[src/rtl/fp_adder_operand_unpack.sv]
// Two-stage operand unpack ahead of the FP adder: IEEE words in, classified internal words out.
// Optional NaN/denormal statistics counters are enabled with FP_UNPACK_STATS_EN.
module fp_adder_operand_unpack #(
  parameter int unsigned size_mantissa        = 24,
  parameter int unsigned size_exponent        = 8,
  parameter int unsigned size_exception_field = 2,
  parameter int unsigned zero                 = 0,
  parameter int unsigned normal_number        = 1,
  parameter int unsigned infinity             = 2,
  parameter int unsigned NaN                  = 3,
  localparam int unsigned ieee_size           = size_mantissa + size_exponent,
  localparam int unsigned size                = size_mantissa + size_exponent + size_exception_field
) (
  input  logic                 clk,
  input  logic                 rst,
  input  logic                 in_valid,
  output logic                 in_ready,
  input  logic                 sub_i,
  input  logic [ieee_size-1:0] a_ieee_i,
  input  logic [ieee_size-1:0] b_ieee_i,
  output logic                 out_valid,
  input  logic                 out_ready,
  output logic                 sub_o,
  output logic [size-1:0]      a_number_o,
  output logic [size-1:0]      b_number_o
`ifdef FP_UNPACK_STATS_EN
  ,
  input  logic                 stats_clr,
  output logic [15:0]          nan_count_o,
  output logic [15:0]          denorm_count_o
`endif
);

  localparam int unsigned FW = size_mantissa - 1;
  localparam int unsigned EW = size_exponent;
  localparam int unsigned XW = size_exception_field;

  logic                 s1_valid_q, s1_valid_d, s2_valid_q, s2_valid_d;
  logic                 s1_sub_q, s1_sub_d, s2_sub_q, s2_sub_d;
  logic [ieee_size-1:0] s1_a_q, s1_a_d, s1_b_q, s1_b_d;
  logic [size-1:0]      s2_a_q, s2_a_d, s2_b_q, s2_b_d;
  logic                 s1_adv, s2_adv;

  function automatic logic is_nan(input logic [ieee_size-1:0] w);
    return (&w[FW +: EW]) && (|w[FW-1:0]);
  endfunction

  function automatic logic is_denorm(input logic [ieee_size-1:0] w);
    return (~|w[FW +: EW]) && (|w[FW-1:0]);
  endfunction

  // Denormals flush to signed zero; NaN keeps its payload; exponent stays biased.
  function automatic logic [size-1:0] unpack(input logic [ieee_size-1:0] w);
    logic          s;
    logic [EW-1:0] e;
    logic [FW-1:0] f;
    s = w[ieee_size-1];
    e = w[FW +: EW];
    f = w[FW-1:0];
    if (~|e)
      return {XW'(zero), s, EW'(0), FW'(0)};
    else if (&e)
      return (|f) ? {XW'(NaN), s, e, f} : {XW'(infinity), s, e, FW'(0)};
    else
      return {XW'(normal_number), s, e, f};
  endfunction

  assign s2_adv   = ~s2_valid_q | out_ready;
  assign s1_adv   = ~s1_valid_q | s2_adv;
  assign in_ready = s1_adv;

  // Pipeline next-state: each stage loads only when it can advance.
  always_comb begin
    s1_valid_d = s1_valid_q;
    s1_sub_d   = s1_sub_q;
    s1_a_d     = s1_a_q;
    s1_b_d     = s1_b_q;
    s2_valid_d = s2_valid_q;
    s2_sub_d   = s2_sub_q;
    s2_a_d     = s2_a_q;
    s2_b_d     = s2_b_q;
    if (s1_adv) begin
      s1_valid_d = in_valid;
      if (in_valid) begin
        s1_sub_d = sub_i;
        s1_a_d   = a_ieee_i;
        s1_b_d   = b_ieee_i;
      end
    end
    if (s2_adv) begin
      s2_valid_d = s1_valid_q;
      if (s1_valid_q) begin
        s2_sub_d = s1_sub_q;
        s2_a_d   = unpack(s1_a_q);
        s2_b_d   = unpack(s1_b_q);
      end
    end
  end

  always_ff @(posedge clk) begin
    if (rst) begin
      s1_valid_q <= 1'b0;
      s1_sub_q   <= 1'b0;
      s1_a_q     <= '0;
      s1_b_q     <= '0;
      s2_valid_q <= 1'b0;
      s2_sub_q   <= 1'b0;
      s2_a_q     <= '0;
      s2_b_q     <= '0;
    end else begin
      s1_valid_q <= s1_valid_d;
      s1_sub_q   <= s1_sub_d;
      s1_a_q     <= s1_a_d;
      s1_b_q     <= s1_b_d;
      s2_valid_q <= s2_valid_d;
      s2_sub_q   <= s2_sub_d;
      s2_a_q     <= s2_a_d;
      s2_b_q     <= s2_b_d;
    end
  end

  assign out_valid  = s2_valid_q;
  assign sub_o      = s2_sub_q;
  assign a_number_o = s2_a_q;
  assign b_number_o = s2_b_q;

`ifdef FP_UNPACK_STATS_EN
  logic [15:0] nan_cnt_q, nan_cnt_d, dn_cnt_q, dn_cnt_d;
  logic [1:0]  nan_inc, dn_inc;

  function automatic logic [15:0] sat_add(input logic [15:0] c, input logic [1:0] inc);
    logic [16:0] sum;
    sum = {1'b0, c} + 17'(inc);
    return sum[16] ? 16'hFFFF : sum[15:0];
  endfunction

  // Counters advance as a pair moves into stage 2; a clear overrides that cycle's increment.
  always_comb begin
    nan_cnt_d = nan_cnt_q;
    dn_cnt_d  = dn_cnt_q;
    nan_inc   = 2'(is_nan(s1_a_q)) + 2'(is_nan(s1_b_q));
    dn_inc    = 2'(is_denorm(s1_a_q)) + 2'(is_denorm(s1_b_q));
    if (stats_clr) begin
      nan_cnt_d = '0;
      dn_cnt_d  = '0;
    end else if (s1_valid_q && s2_adv) begin
      nan_cnt_d = sat_add(nan_cnt_q, nan_inc);
      dn_cnt_d  = sat_add(dn_cnt_q, dn_inc);
    end
  end

  always_ff @(posedge clk) begin
    if (rst) begin
      nan_cnt_q <= '0;
      dn_cnt_q  <= '0;
    end else begin
      nan_cnt_q <= nan_cnt_d;
      dn_cnt_q  <= dn_cnt_d;
    end
  end

  assign nan_count_o    = nan_cnt_q;
  assign denorm_count_o = dn_cnt_q;
`endif

endmodule
[config.mk]
export PLATFORM = sky130hd
export DESIGN_NAME = fp_adder_operand_unpack
export DESIGN_NICKNAME = d
export VERILOG_FILES = /design/src/rtl/fp_adder_operand_unpack.sv
export SDC_FILE = /design/constraint.sdc
export NUM_CORES = 1
export LEC_CHECK = 0
export CORE_UTILIZATION = 47
export CTS_BUF_LIST = sky130_fd_sc_hd__clkbuf_8 sky130_fd_sc_hd__clkbuf_16
export DETAILED_ROUTE_END_ITERATION = 8
export PLACE_DENSITY = 0.91
export SLEW_MARGIN = 20
export SYNTH_ARGS = -nofsm -noshare
export SYNTH_HDL_FRONTEND = slang
export SYNTH_SLANG_ARGS = --single-unit
[constraint.sdc]
create_clock -name clk -period 1.9 [get_ports clk]
set_clock_uncertainty 0.05 [all_clocks]
set_input_delay 0.38 -clock clk [delete_from_list [all_inputs] [get_ports clk]]
set_output_delay 0.38 -clock clk [all_outputs]
set_load 0.02 [all_outputs]
==> After elaboration in Yosys (flattened, before gate mapping) <==
Index checks and enable logic that the tools add are counted.
{ "totals": {"register_bits": 136, "in_bits": 69, "word_cells": 26} }
{ "classes": {"mux": 6, "bitwise_logic": 4, "n_reduce_logical": 8} }
{ "ops": {"columns": ["operator", "n"], "rows": [
  ["2-to-1 mux 34 bit", 4],
  ["2-to-1 mux 33 bit", 2],
  ["OR reduction 23 bit", 2],
  ["AND reduction 8 bit", 2],
  ["OR reduction 8 bit", 2],
  ["AND reduction 2 bit", 2],
  ["inverter 1 bit", 2],
  ["bitwise OR 1 bit", 2]
]} }

==> Logic depth before layout (Yosys ltp) <==
Gate-level depths: netlist of the first run.
{ "depth": {"word_depth": 4, "depth_mapped": 6, "mapped_depth_nobuf": 4} }

==> Worst setup path before layout of the first run <==
No wires, ideal clock.
{ "synth_timing": {"kind": "register to register", "startpoint": "reg s2_valid_q, in the netlist out_valid", "endpoint": "reg s1_b_q[30]", "arrival_ns": 1.328, "required_time_ns": 1.780, "path_slack_ns": 0.452, "path_stages_with_launch": 7, "period_less_slack_ns": 1.448, "path_cell_list": "dfxtp_1 -> nand3b_1 -> nand2_1 -> buf_4 -> buf_4 -> nand2_1 -> a21oi_1"} }
{ "synth_via": {"elab_chain_cells": 4} }
{ "synth_lines": {"columns": ["item", "line", "rtl"], "rows": [
  ["start: declaration", "38", "logic s1_valid_q, s1_valid_d, s2_valid_q, s2_valid_d;"],
  ["start signal: assignment", "115", "s2_valid_q <= s2_valid_d;"],
  ["inverter 1 bit", "68", "assign s2_adv = ~s2_valid_q | out_ready;"],
  ["bitwise OR 1 bit", "68", null],
  ["bitwise OR 1 bit", "69", "assign s1_adv = ~s1_valid_q | s2_adv;"],
  ["via in_ready", "17", "output logic in_ready,"],
  ["AND reduction 2 bit (no line)", null, null],
  ["end signal: assignment", "105", "s1_b_q <= '0;"],
  ["end signal: assignment", "114", "s1_b_q <= s1_b_d;"],
  ["end: declaration", "40", "logic [ieee_size-1:0] s1_a_q, s1_a_d, s1_b_q, s1_b_d;"]
]} }
The timed path passes the listed nets, and every way through them passes these cells.
A chain may end at the register's enable or synchronous reset.

==> Worst setup path in the final report of the first run <==
{ "layout_timing": {"startpoint": "reg s2_b_q[13], in the netlist b_number_o[13]", "endpoint": "out b_number_o[13]"} }
{ "layout_rtl": {"columns": ["item", "line", "rtl"], "rows": [
  ["start: declaration", "41", "logic [size-1:0] s2_a_q, s2_a_d, s2_b_q, s2_b_d;"],
  ["start signal: assignment", "109", "s2_b_q <= '0;"],
  ["start signal: assignment", "118", "s2_b_q <= s2_b_d;"],
  ["end: declaration", "25", "output logic [size-1:0] b_number_o"]
]} }
No word-level cell between the ends.

==> metrics.md, run 1 <==
| Metric | Value |
|---|---|
| CP top delay family | `buffers and inverters` |
| Crit path max fanout | `2` |
| Vias in the first global route | `4,133` |
| Dpl ws | `-0.133 ns` |
| Cell variety after synth | `25` |
| Startpoint types | `register` |
| Final setup viols | `0` |
| Pwr/cell area | `960 nW/um^2` |
| Syn Area/Cell | `9.12 sq um` |
| Remaining Overflow, GRT | `0` |
| Buf/Inv on CP | `1` |
| Clk_lat worst skew | `0.50 ns` |
| Placed cell count | `771` |
| P_leak | `3.41 nW` |
| Hold_buf cts | `0` |
| Iter 0 DRT Violations | `163` |
| Crit-path cells | `clkdlybuf4s50_1` |
| Ant. Diodes | `0` |
| First-pass GRT wire length | `19,100 um` |
| CP required | `1.47 ns` |
| DRC viols | `0` |
| Commonest non-fill, non-tap cells in the layout | `nand2_1 (168), dfxtp_1 (135), a21oi_1 (85)` |
| CP endpoint | `b_number_o[13]` |
| Starting Density | `48.5%` |
| Tot GR Track Use | `23.9%` |
| VDD IR-drop max | `0.618 mV` |
| Commonest non-fill, non-tap cell in the layout | `nand2_1` |
| Number of CTS-inserted buffers | `17` |
| Clock Path Buffers | `2` |
| DRT Pass-1 Iters | `5` |
| Largest stage delay, worst path | `0.61 ns` |
| Crit path depth | `1` |
| Class of the worst hold path | `input port to register` |
| Chip height | `102 um` |
| Max stage delay cell, worst path | `clkdlybuf4s50_1` |
| Post-Syn Instances | `520` |
| Syn_nets | `589` |
| DPL Wire Length | `8700 um` |
| Reg2Reg Launch Point | `s1_a_q[23]$_SDFFE_PP0P_` |
| Final core utilization | `70.3%` |
| Port bufs | `139` |
| Reg2reg end | `a_number_o[32]$_SDFFE_PP0P_` |
| Synthesis Warnings | `0` |
| Post-Syn Area | `4740 sq um` |
| Pin count of the biggest net entering global routing | `70` |
| Die Width | `102 um` |
| Worst-path clk slew | `0.06 ns` |
| Fin. Hold Viols | `0` |
| Initial antenna violation count | `0` |
| CP Class | `register to output pin` |
| Worst-Margin Slew | `0.533 ns` |
| H-tree depth | `4` |
| Die area | `10,500 sq um` |
| Vias | `4,287` |
| Flop2flop setup slack | `0.23 ns` |
| Overall power after layout | `0.00660 W` |
| Rows | `36` |
| Total core area | `9770 sq um` |
| Post-route ant nets | `0` |
| Final non-filler cell total | `800` |
| Setup crit start | `b_number_o[13]$_SDFFE_PP0P_` |
| DR vias/cell | `5.36` |
| Max_cap viols | `0` |
| Routed wire length | `12,900 um` |
| Synth Register Bits | `136` |
| Arrival time at the worst endpoint | `1.43 ns` |
| Crit. End Element | `output pin` |
| Slew Viols, Final | `0` |
| Fmax | `536 MHz` |
| Status | `completed` |
| Final period util | `98.1%` |
| Routed WL per cell | `16.1 um` |
| Final-layout fill cell count | `753` |
| CTS tree | `built` |
| Final nets | `726` |
| Area grow syn2layout | `45.0%` |
| Min cycle time layout | `1.86 ns` |
| IO Count | `140` |
| CTS Sinks | `136` |
| Slew HR | `64.4%` |
| Seq/Total Area, Yosys | `57.4%` |
| Final worst-path setup slack | `0.0357 ns` |
| Worst r2r path cells | `4` |
| Share of post-route cells with drive strength above 1 | `8.55%` |
| Clock root cell | `clkbuf_8` |
| Routability congestion estimate | `0.786` |
==> synthesized netlist by cell type, drive strengths merged <==
master / number / area, sq um
and2b: 1 / 10.0
nand4: 6 / 37.5
a211oi: 2 / 25.0
a22oi: 4 / 30.0
clkbuf: 10 / 37.5
nand2: 169 / 634
nand3b: 1 / 7.51
inv: 2 / 7.50
nor4: 14 / 109
nor2b: 2 / 27.5
nand2b: 1 / 6.26
nor3: 2 / 10.0
and4: 2 / 17.5
a22o: 46 / 403
a21oi: 86 / 430
buf: 26 / 178
nor2: 10 / 47.6
dfxtp: 136 / 2720
==> power breakdown <==
part	total [W]	internal [W]	leakage, nW	switching, W
Clock	0.00291	0.00176	0.262	0.00114
Combinational	0.000628	0.000308	2.03	0.000320
Sequential	0.00306	0.00297	1.11	0.0000938
Total	0.00660	0.00504	3.41	0.00156
==> logic make-up (layout without fill, tap and decap cells) <==
group	Yosys count	in the layout	synth area share [%]
and+or+nand+nor	208	208	19.1
AOI/OAI and AO/OA	138	138	18.7
DFF	136	136	57.4
buffers and inverters	38	185	4.70
==> flip-flops by register name, indices dropped and copies added (netlist names) <==
register / count
a_number_o: 34
b_number_o: 34
out_valid: 1
s1_a_q: 32
s1_b_q: 32
s1_sub_q: 1
s1_valid_q: 1
sub_o: 1
==> routing by layer <==
metal	GRT usage, %	wire (um)	vias up
li1	-	-	2063
met1	26.6	5260	2030
met2	42.1	6540	166
met3	6.84	790	28
met4	10.9	311	0
met5	0	0	-
==> metrics by stage <==
step	area, sq um	hold WS, ns	TNS [ns]
finish	6870	0.229	0
global route	6870	0.216	-0.00358
CTS	6770	0.204	0
detailed placement	6280	0.396	-5.40
global placement	6280	0.392	-3.91
floorplan	4740	0.382	0
==> area by class of cell <==
cell class	instances	area [sq um]	area share (%)
Sequential cell	136	2720	39.6
Multi-Input combinational cell	346	1810	26.3
Timing Repair Buffer	154	1640	23.9
Clock buffer	19	442	6.43
Tap cell	133	166	2.42
Clock inverter	10	82.6	1.20
Inverter	2	7.51	0.109
==> how the worst min path moves through the flow <==
stage	startpoint	endpoint	slack [ns]	cells past startpoint
after floorplan	s1_a_q[31]$_SDFFE_PP0P_	a_number_o[31]$_SDFFE_PP0P_	0.38	2
after global placement	b_number_o[29]$_SDFFE_PP0P_	b_number_o[29]$_SDFFE_PP0P_	0.39	2
after detailed placement	s1_b_q[31]$_SDFFE_PP0P_	b_number_o[31]$_SDFFE_PP0P_	0.40	2
after CTS	rst	b_number_o[33]$_SDFFE_PP0P_	0.20	2
after global routing	rst	b_number_o[22]$_SDFFE_PP0P_	0.22	2
final	rst	b_number_o[33]$_SDFFE_PP0P_	0.23	2
==> repair_timing <==
action,in CTS,in global routing
setup endpoints to repair,28,40
resized for setup,29,40
setup buffers,0,0
No activity file was read; power rests on OpenSTA's default activity.
==> run 2: changes to the inputs <==
--- a/config.mk
+++ b/config.mk
@@ -9,6 +9,7 @@
 export CTS_BUF_LIST = sky130_fd_sc_hd__clkbuf_8 sky130_fd_sc_hd__clkbuf_16
 export DETAILED_ROUTE_END_ITERATION = 8
 export PLACE_DENSITY = 0.91
+export REMOVE_ABC_BUFFERS = 1
 export SLEW_MARGIN = 20
 export SYNTH_ARGS = -nofsm -noshare
 export SYNTH_HDL_FRONTEND = slang
==> metrics.md, run 2 (synthesized netlist as in run 1, its figures left out) <==
| Metric | Value |
|---|---|
| VDD IR-drop max | `0.554 mV` |
| Ant. Diodes | `0` |
| Routability congestion estimate | `0.786` |
| Die area | `10,500 sq um` |
| Pwr/cell area | `1070 nW/um^2` |
| Final core utilization | `70.4%` |
| DRT Pass-1 Iters | `5` |
| Final nets | `726` |
| Hold Slack | `0.212 ns` |
| Die Width | `102 um` |
| DPL Wire Length | `8270 um` |
| Port bufs | `139` |
| DR vias/cell | `5.28` |
| Crit. End Element | `output pin` |
| Remaining Overflow, GRT | `0` |
| CTS Sinks | `136` |
| Slew HR | `66.6%` |
| Total core area | `9770 sq um` |
| Dpl ws | `-0.148 ns` |
| Tot GR Track Use | `24.3%` |
| Iter 0 DRT Violations | `130` |
| Unrepaired setup endpoints after global routing | `no` |
| Vias in the first global route | `4,093` |
| Post-route ant nets | `0` |
| CP Class | `register to output pin` |
| Arrival time at the worst endpoint | `1.36 ns` |
| Final setup viols | `0` |
| Final worst-path setup slack | `0.108 ns` |
| Starting Density | `48.5%` |
| Fin area | `6880 sq um` |
| Slew Viols, Final | `0` |
| Fmax | `558 MHz` |
| Startpoint types | `register` |
| Fin. Hold Viols | `0` |
| Worst-Margin Slew | `0.500 ns` |
| Pin count of the biggest net entering global routing | `42` |
| Number of CTS-inserted buffers | `17` |
| CTS tree | `built` |
| P_leak | `2.97 nW` |
| CP required | `1.47 ns` |
| Hold_buf cts | `0` |
| Status | `completed` |
| Dpl cell area | `6290 sq um` |
| Clock root cell | `clkbuf_8` |
| Max_cap viols | `0` |
| Chip height | `102 um` |
| Class of the worst hold path | `input port to register` |
| Area grow syn2layout | `45.2%` |
| Share of post-route cells with drive strength above 1 | `8.96%` |
| Final period util | `94.3%` |
| Initial antenna violation count | `0` |
| Rows | `36` |
| Clock Path Buffers | `2` |
| Worst-path clk slew | `0.06 ns` |
| IO Count | `140` |
| H-tree depth | `4` |
| Routed WL per cell | `15.1 um` |
| Vias | `4,236` |
| Commonest non-fill, non-tap cells in the layout | `nand2_1 (168), dfxtp_1 (135), a21oi_1 (85)` |
| Min cycle time layout | `1.79 ns` |
| Crit path max fanout | `5` |
| First-pass GRT wire length | `19,500 um` |
| Routed wire length | `12,200 um` |
| DRC viols | `0` |
| Clk_lat worst skew | `0.52 ns` |
| Commonest non-fill, non-tap cell in the layout | `nand2_1` |
## run 2: cell types whose count changed in the layout (fill, tap and decap cells not counted)
cell	delta
buf_12	+1
buf_4	-1
bufinv_16	+5
clkdlybuf4s50_1	-3
clkinv_2	-3
clkinvlp_4	+1
dlygate4sd2_1	+41
dlymetal6s2s_1	-38
## run 2: worst paths after layout
check	startpoint	cells past startpoint	slack [ns]	to
min	rst	2	0.21	a_number_o[33]$_SDFFE_PP0P_
min reg2reg	b_number_o[28]$_SDFFE_PP0P_	2	0.40	b_number_o[28]$_SDFFE_PP0P_
max	s1_valid_q$_SDFFE_PP0N_	2	0.11	in_ready
max reg2reg	s1_a_q[26]$_SDFFE_PP0P_	4	0.32	a_number_o[11]$_SDFFE_PP0P_
## run 2: layout make-up
| class | count | area (sq um) |
|---|---|---|
| Timing Repair Buffer | 154 | 1510 |
| Tap cell | 133 | 166 |
| Multi-Input combinational cell | 346 | 1810 |
| Clock inverter | 13 | 225 |
| Sequential cell | 136 | 2720 |
| Fill cell | 778 | 2890 |
| Inverter | 2 | 7.51 |
| Clock buffer | 19 | 442 |
## run 2: metrics by stage
step / total power [W] / std cells / TNS (ns)
global route: 0.00757 / 803 / 0
floorplan: 0.00337 / 484 / -88.57
detailed placement: 0.00375 / 771 / -2.93
CTS: 0.00738 / 803 / 0
global placement: 0.00373 / 771 / -2.43
finish: 0.00733 / 803 / 0
## run 2: metal layers
metal / global-route usage, % / part of all wire, % / vias up / routed length (um)
met5: 0 / 0 / - / 0
met4: 10.3 / 1.8 / 0 / 213
met3: 5.75 / 5.6 / 16 / 679
met2: 42.4 / 52 / 158 / 6330
met1: 28.6 / 41 / 1996 / 4940
li1: - / - / 2066 / -
## run 2: where the power goes
part | leakage, nW | total, W | internal (W) | switching, W
Sequential | 1.11 | 0.00306 | 0.00297 | 0.0000912
Clock | 0.321 | 0.00366 | 0.00246 | 0.00121
Combinational | 1.53 | 0.000611 | 0.000303 | 0.000308
Total | 2.97 | 0.00733 | 0.00573 | 0.00160
## run 2: critical path, stage by stage, from the launching register on
cell and delay, ns:
dfxtp_2 0.40, nand3b_1 0.12, dlygate4sd2_1 0.33
## run 2: what timing repair did
item / CTS / global route
endpoints found under the setup margin: 69 / 2
resized for setup: 70 / 2
buffers inserted: 0 / 0
